**src/rtl/wr_resp_arb.sv**
```systemverilog
// ============================================================================
// wr_resp_arb : round-robin arbiter merging slave AXI B channels onto one
//               registered master B channel, with an error-response counter.
// Revision    : 1.0
// ============================================================================
`default_nettype none

module wr_resp_arb #(
   parameter int NUM_SLV = 8,
   parameter int ID_W    = 4,
   parameter int SEL_W   = 2,
   parameter int CNT_W   = 16
) (
   input  logic                    clk,
   input  logic                    reset,
   input  logic [SEL_W-1:0]        sel,
   input  logic [NUM_SLV*ID_W-1:0] s_bid,
   input  logic [NUM_SLV*2-1:0]    s_bresp,
   input  logic [NUM_SLV-1:0]      s_bvalid,
   output logic [NUM_SLV-1:0]      s_bready,
   output logic [ID_W-1:0]         m00_axi_bid,
   output logic [1:0]              m00_axi_bresp,
   output logic                    m00_axi_bvalid,
   input  logic                    m00_axi_bready,
   input  logic                    err_clr,
   output logic [CNT_W-1:0]        err_cnt
);

   localparam int         PTR_W   = (NUM_SLV > 1) ? $clog2(NUM_SLV) : 1;
   localparam logic [CNT_W-1:0] CNT_MAX = {CNT_W{1'b1}};

   typedef enum logic [0:0] {
      EMPTY = 1'b0,
      FULL  = 1'b1
   } state_t;

   state_t             state;
   state_t             state_nxt;
   logic [PTR_W-1:0]   rr_ptr;
   logic [PTR_W-1:0]   grant_idx;
   logic [PTR_W-1:0]   cand;
   logic               grant_vld;
   logic               load_ok;
   logic               slv_hs;
   logic               mst_err_hs;
   logic [NUM_SLV-1:0] eligible;

   // A slave is eligible when valid and its BID routing field matches sel
   for (genvar k = 0; k < NUM_SLV; k++) begin : g_elig
      assign eligible[k] = s_bvalid[k] &&
                           (s_bid[k*ID_W + ID_W - SEL_W +: SEL_W] == sel);
   end

   // Round-robin search starting one past the last granted slave
   always_comb begin
      grant_vld = 1'b0;
      grant_idx = '0;
      cand      = '0;
      for (int i = 0; i < NUM_SLV; i++) begin
         cand = PTR_W'((int'(rr_ptr) + 1 + i) % NUM_SLV);
         if (!grant_vld && eligible[cand]) begin
            grant_vld = 1'b1;
            grant_idx = cand;
         end
      end
   end

   always_ff @(posedge clk) begin
      if (reset) begin
         state <= EMPTY;
      end else begin
         state <= state_nxt;
      end
   end

   always_comb begin
      load_ok   = (state == EMPTY) | m00_axi_bready;
      slv_hs    = grant_vld & load_ok & ~reset;
      state_nxt = state;
      s_bready  = '0;
      if (slv_hs) begin
         s_bready[grant_idx] = 1'b1;
         state_nxt           = FULL;
      end else if ((state == FULL) && m00_axi_bready) begin
         state_nxt = EMPTY;
      end
   end

   assign m00_axi_bvalid = (state == FULL);

   always_ff @(posedge clk) begin
      if (reset) begin
         m00_axi_bid   <= '0;
         m00_axi_bresp <= '0;
         rr_ptr        <= PTR_W'(NUM_SLV - 1);
      end else if (slv_hs) begin
         m00_axi_bid   <= s_bid[grant_idx*ID_W +: ID_W];
         m00_axi_bresp <= s_bresp[grant_idx*2 +: 2];
         rr_ptr        <= grant_idx;
      end
   end

   // SLVERR and DECERR both have bresp[1] set
   assign mst_err_hs = (state == FULL) & m00_axi_bready & m00_axi_bresp[1];

   always_ff @(posedge clk) begin
      if (reset) begin
         err_cnt <= '0;
      end else if (err_clr) begin
         err_cnt <= '0;
      end else if (mst_err_hs && (err_cnt != CNT_MAX)) begin
         err_cnt <= err_cnt + 1'b1;
      end
   end

endmodule

`default_nettype wire

```
**config.mk**
```make
export PLATFORM = sky130hd
export DESIGN_NAME = wr_resp_arb
export DESIGN_NICKNAME = d
export VERILOG_FILES = /design/src/rtl/wr_resp_arb.sv
export SDC_FILE = /design/constraint.sdc
export NUM_CORES = 1
export LEC_CHECK = 0
export ABC_AREA = 1
export BUFFER_PORTS_ARGS = -buffer_cell sky130_fd_sc_hd__buf_2
export CAP_MARGIN = 5
export CORE_UTILIZATION = 35
export CTS_CLUSTER_SIZE = 20
export DETAILED_ROUTE_END_ITERATION = 10
export PLACE_DENSITY = 0.68
export SETUP_SLACK_MARGIN = 0.02
export SLEW_MARGIN = 30
export SYNTH_ARGS = -nofsm -noshare
export SYNTH_HDL_FRONTEND = slang
export SYNTH_SLANG_ARGS = --single-unit
```
**constraint.sdc**
```tcl
create_clock -name clk -period 4.2 [get_ports clk]
set_clock_uncertainty 0.15 [all_clocks]
set_input_delay 0 -clock clk [delete_from_list [all_inputs] [get_ports clk]]
set_output_delay 0 -clock clk [all_outputs]
set_load 0.02 [all_outputs]
```
After elaboration in Yosys (flattened, before gate mapping)
Cells that the tools add are included.
- add/sub/neg operators: 9
- magnitude comparators: 10
- equal/unequal tests: 9
- shift operators: 2
- multiplexer cells: 37
- bitwise gates (word level): 7
- reduce and logical (&&, ||, !) cells: 27
- operators by type and width (cell ; number):
    $lt A3 B4 Y1 const B ; 9
    $shiftx A32 B6 Y4 ; 1
    $bmux W1 S3 ; 8
    $mux W3 ; 8
    $mux W1 ; 19
    $logic_and A1 B1 Y1 ; 18
    $add A16 B1 Y16 const B ; 1
    $eq A2 B2 Y1 ; 8
    $ne A16 B16 Y1 const B ; 1
    $shiftx A16 B5 Y2 ; 1
    $add A3 B3 Y3 const B ; 5
    $mux W8 ; 1
    $logic_not A1 Y1 ; 7
    $add A3 B2 Y3 const B ; 2
    $and A1 B1 Y1 ; 4
    $add A3 B1 Y3 const B ; 1
    $demux W1 S3 ; 1
    $ge A3 B1 Y1 const B ; 1
    $not A1 Y1 ; 2
    $reduce_bool A2 Y1 ; 1
    $reduce_or A2 Y1 ; 1
    $or A1 B1 Y1 ; 1
- register bits after elaboration: 26
- output and inout port bits: 31
- logic and storage cells: 106

Logic depth before layout (Yosys ltp)
- depth after elaboration: 31
- gate-level depth with buffers: 25
- gate-level depth less buffers: 23

Worst setup path before layout
No wires, ideal clock.
- path kind: register to register
- start point: register rr_ptr[0]
- end point: register m00_axi_bid[2]
- setup time: 0.116 ns
- arrival time: 2.968 ns
- path slack: 0.966 ns
- stages on the path, launching flop included: 23
- path buffers: 4
- period minus slack after synthesis: 3.234 ns
- path through: dfxtp_1 -> buf_4 -> inv_1 -> buf_2 -> ha_1 -> buf_2 -> xnor2_4 -> inv_1 -> nand3_1 -> nand3_1 -> nand2_1 -> inv_2 -> nor2_2 -> nand4_1 -> nor2_1 -> nor2_4 -> buf_4 -> nand3_1 -> nand2_1 -> nand2_1 -> nand2_1 -> o21ai_1 -> nand2_1
- cells in the longest elaborated chain, start to end: 27
- elaborated cells on any way between the ends: 57
- those cells by class: add/sub (8); shift (1); mux (32); bitwise (2); reduce/logical (14)
- RTL lines (what ; line ; RTL):
    start, declared ; 39 ; logic [PTR_W-1:0] rr_ptr;
    start signal, assigned ; 95 ; rr_ptr <= PTR_W'(NUM_SLV - 1);
    start signal, assigned ; 99 ; rr_ptr <= grant_idx;
    $add A3 B1 Y3 (*) ; 60 ; cand = PTR_W'((int'(rr_ptr) + 1 + i) % NUM_SLV);
    parallel branches: the longest is 26 deep, another holds $add A3 B2 Y3 ; -- ;
    end signal, assigned ; 97 ; m00_axi_bid <= s_bid[grant_idx*ID_W +: ID_W];
    end, declared ; 21 ; output logic [ID_W-1:0] m00_axi_bid,
Every way passes the cells marked *. The select of a mux whose other input is x is not followed.
A chain may end at the register's enable or synchronous reset.

Final worst setup path
- start point: register rr_ptr[0]
- end point: register m00_axi_bresp[0]
- cells in the longest elaborated chain, start to end: 27
- elaborated cells on any way between the ends: 57
- those cells by class: add/sub (8); shift (1); mux (32); bitwise (2); reduce/logical (14)
- RTL lines (what ; line ; RTL):
    $add A3 B1 Y3 (*) ; 60 ;
    parallel branches: the longest is 26 deep, another holds $add A3 B2 Y3 ; -- ;
    end signal, assigned ; 98 ; m00_axi_bresp <= s_bresp[grant_idx*2 +: 2];
    end, declared ; 22 ; output logic [1:0] m00_axi_bresp,
Marked as above.

==> impl.org <==
** STA
- Transition time at the pin with the least slew margin :: 0.7658 ns
- Final setup violating endpoints :: 0
- The hold violation total from the final report came to 0.
- Setup repair after global routing left no endpoint under its margin.
- Counting I/O delays and the setup requirement, the final critical path takes between 3 and 4 ns.
- Achievable Freq :: 259.7 MHz
- Max-slew headroom :: 0.4876
- The final max-slew violation count came to 0.
- Total Neg Setup Slack :: 0 ns
- Dividing the final minimum period by the clock period gives 0.9167.

** Setup path
- Element type at the critical path end :: flip-flop
- Maximum fanout count along the critical path :: 15
- Data on the critical path is required at its endpoint by ~4.2 ns.
- Signal arrival time at the worst endpoint :: 3.88 ns
- Counting cells, the worst reg-to-reg path comes to 20.
- Kind of start point of the critical path :: flip-flop
- Crit Path Category :: reg2reg

** Detailed routing
- In this run, the number of DRC markers left after iteration 0 of detailed routing was between 300 and 400.
- For this run, design rule violations remaining after detail routing come to 0.
- Count of nets left with antenna violations after detail routing :: 0
- Routed length per instance :: 12.85 um
- In the routed layout, each cell is associated on average with a via count of 5.144.
- Total wire length after detailed routing :: 9.199 mm
- Number of optimization iterations in the first detailed-route pass :: 8
- Count of vias placed by the detailed router :: 3683

** Floorplan
- Core box area :: about 0.0078 sq mm
- Die area :: approximately 0.0085 sq mm
- From left edge to right edge, the die measures 92.38 um.
- In this run the vertical extent of the chip is 92.38 um.
- Top-level I/O count :: 93
- Initial core utilization :: 0.3662
- Cell row count :: 32

** Global route
- Entering global routing, the biggest net connects 27 pins.
- Antenna violations before repair :: 0
- First-pass GRT wire length :: 14.38 mm
- The total overflow left after global routing is 0.
- Number of global-route vias before repair :: around 3200
- Overall global routing resource usage :: 0.2039

** CTS
- The tree built by TritonCTS fans out to 26 sinks.
- H-tree depth :: 1
- The clock passes through at most 2 buffers.
- Buffers inserted during clock tree synthesis total 3.
- Clock tree synthesis selected as its root buffer the cell sky130_fd_sc_hd__clkbuf_8.
- CTS tree :: yes
- CTS clk-pin slew, worst paths :: roughly 0.090 ns
- For the worst-skew pair, the clock arrives at the later sink with an insertion delay of 0.28 ns.

** Placement
- During placement, the flow inserted port buffers numbering 92.
- Post-DP HPWL :: between 7 and 8 mm
- RePlAce Congestion :: between 0.8 and 0.9
- Total placed cells including tap cells :: 698

** Finish
- The filler cells instantiated in the layout total 858.
- Compared with the post-synthesis result, the final layout area differs by 26.65%.
- Number of inserted diodes :: 0
- The final layout contains 680 nets.
- Layout cell share with drive strength beyond 1 :: 0.2231
- For this run, the number of standard cells in the final layout without fillers is 716.

** Logic synthesis
- In this run, synthesis produced a sequential element count of 26.
- For this run, the number of Yosys warnings is 0.
- Most instantiated library cell after synthesis :: sky130_fd_sc_hd__nand2_1
- Post-Synthesis Cells :: roughly 510
- Cell area after synthesis :: approximately 0.0029 sq mm
- Post-Synthesis Net Count :: 579
- Synth area leaders :: sky130_fd_sc_hd__nand2_1, sky130_fd_sc_hd__dfxtp_1, sky130_fd_sc_hd__nand3_1
- Unique masters post-synth :: 39
- Area fraction of the dominant cell type after synthesis :: 0.2074
- After synthesis, the most frequently instantiated cells are sky130_fd_sc_hd__nand2_1, sky130_fd_sc_hd__nand3_1, sky130_fd_sc_hd__inv_1.
- Sequential-to-total area share from yosys stat :: 0.1821
- Of all cell types, the one taking the most synthesized area is sky130_fd_sc_hd__nand2_1.
- Fraction of registers with async set/reset :: 0
- Averaged over all synthesized cells, the footprint is 5.562 sq um.
- In the synthesized netlist the dominant register cell turns out to be sky130_fd_sc_hd__dfxtp_1.
- Number of enable-type register cells in the synthesized netlist :: 0

** Min path
- The worst hold path passes through 7 cells.
- The min-delay analysis places its worst path in the category in2reg.

** Flow run
- Across the run, the number of max-cap violations was 0.

** Status
- The flow ran to the end, and the final reports show no timing, DRC or antenna violations.
-- per-stage QoR --
stage	setup slack (ns)	cell area, sq um	util	hold WS [ns]
finish	0.3499	3621	0.4638	0.0005845
global route	0.01592	3621	0.4638	0.04032
CTS	0.08115	3540	0.4534	0.008497
detailed placement	0.6141	3388	0.4340	0.2156
global placement	0.6573	3388	0.4340	0.2214
floorplan	0.9660	2859	-	0.02929
-- per-layer routing --
layer  vias to the layer above  global-route usage  wire, um
met4                         0             0.04427       113
met2                       135              0.3469      4297
met5                         -                   0         0
met1                      1643              0.2811      4186
met3                        11             0.01314       601
li1                       1894                   -         -
-- what timing repair did --
item | 4_1_cts | 5_1_grt
endpoints found under the setup margin | 0 | 6
gates resized for setup | 0 | 5
hold buffers | 8 | 0
setup buffers | 0 | 3
endpoints found under the hold margin | 10 | 0
-- area by class of cell --
cell class | instances | area, sq um | share of cell area
Multi-Input combinational cell | 411 | 2061 | 0.5691
Timing Repair Buffer | 106 | 589.3 | 0.1628
Sequential cell | 26 | 520.5 | 0.1437
Inverter | 67 | 251.5 | 0.06945
Tap cell | 102 | 127.6 | 0.03525
Clock buffer | 3 | 41.29 | 0.01140
Clock inverter | 1 | 30.03 | 0.008293
-- registers in the layout (all words and copies together), names as in the netlist --
| register | flops |
|---|---|
| err_cnt | 16 |
| m00_axi_bid | 4 |
| rr_ptr | 3 |
| m00_axi_bresp | 2 |
| m00_axi_bvalid | 1 |
-- worst max-delay path, cell delays in order (launching register included) --
cell	delay, ns
sky130_fd_sc_hd__dfxtp_1	0.36
sky130_fd_sc_hd__inv_1	0.05
sky130_fd_sc_hd__buf_4	0.18
sky130_fd_sc_hd__ha_4	0.28
sky130_fd_sc_hd__xnor2_4	0.25
sky130_fd_sc_hd__inv_1	0.17
sky130_fd_sc_hd__nand3_1	0.12
sky130_fd_sc_hd__nand3_1	0.07
sky130_fd_sc_hd__nand2_1	0.18
sky130_fd_sc_hd__nand2_1	0.09
sky130_fd_sc_hd__nor2_2	0.14
sky130_fd_sc_hd__nand3_1	0.09
sky130_fd_sc_hd__nand2_1	0.10
sky130_fd_sc_hd__nand3_1	0.20
sky130_fd_sc_hd__nor2_4	0.34
sky130_fd_sc_hd__nand3b_1	0.12
sky130_fd_sc_hd__nand3_1	0.11
sky130_fd_sc_hd__nand3_1	0.08
sky130_fd_sc_hd__nor2_1	0.08
sky130_fd_sc_hd__dlygate4sd3_1	0.55
sky130_fd_sc_hd__nor2_1	0.04
-- cell families after synthesis --
group / after synthesis / share of synthesized area
compound gates: 44 / 0.08490
simple gates: 357 / 0.5794
flops: 26 / 0.1821
buf+inv: 80 / 0.1164
xor+xnor: 4 / 0.02407
fa+ha+maj: 3 / 0.01313
-- placed cells by master (no fill, tap or decap), types with 2 or more instances in the layout --
cell / count
sky130_fd_sc_hd__nor4_1: 3
sky130_fd_sc_hd__a21oi_1: 19
sky130_fd_sc_hd__clkbuf_8: 3
sky130_fd_sc_hd__buf_4: 5
sky130_fd_sc_hd__nor2_2: 7
sky130_fd_sc_hd__ha_1: 2
sky130_fd_sc_hd__nor3_1: 12
sky130_fd_sc_hd__xnor2_4: 2
sky130_fd_sc_hd__nand3_2: 4
sky130_fd_sc_hd__a21boi_0: 2
sky130_fd_sc_hd__nand3b_1: 2
sky130_fd_sc_hd__nand2_2: 4
sky130_fd_sc_hd__nand2_1: 158
sky130_fd_sc_hd__or2_1: 2
sky130_fd_sc_hd__a21boi_1: 3
sky130_fd_sc_hd__buf_2: 92
sky130_fd_sc_hd__nand4_1: 20
sky130_fd_sc_hd__o21ai_0: 15
sky130_fd_sc_hd__dlygate4sd3_1: 8
sky130_fd_sc_hd__nand4_2: 2
sky130_fd_sc_hd__inv_1: 59
sky130_fd_sc_hd__o21ai_1: 2
sky130_fd_sc_hd__nor2_4: 3
sky130_fd_sc_hd__nand3_1: 92
sky130_fd_sc_hd__nor2_1: 46
sky130_fd_sc_hd__dfxtp_1: 26
sky130_fd_sc_hd__inv_2: 7
-- worst paths after layout --
path / slack [ns] / to / start
worst max-delay path: 0.35 / m00_axi_bresp[0] / rr_ptr[0]
worst min-delay path: 0.0006 / m00_axi_bid[1] / s_bid[5]
worst max register to register: 0.35 / m00_axi_bresp[0] / rr_ptr[0]
worst min register to register: 0.33 / m00_axi_bid[2] / m00_axi_bid[2]
Power is not shown: default switching activity piles up to over one toggle a cycle in this logic, so the estimate is an artifact.
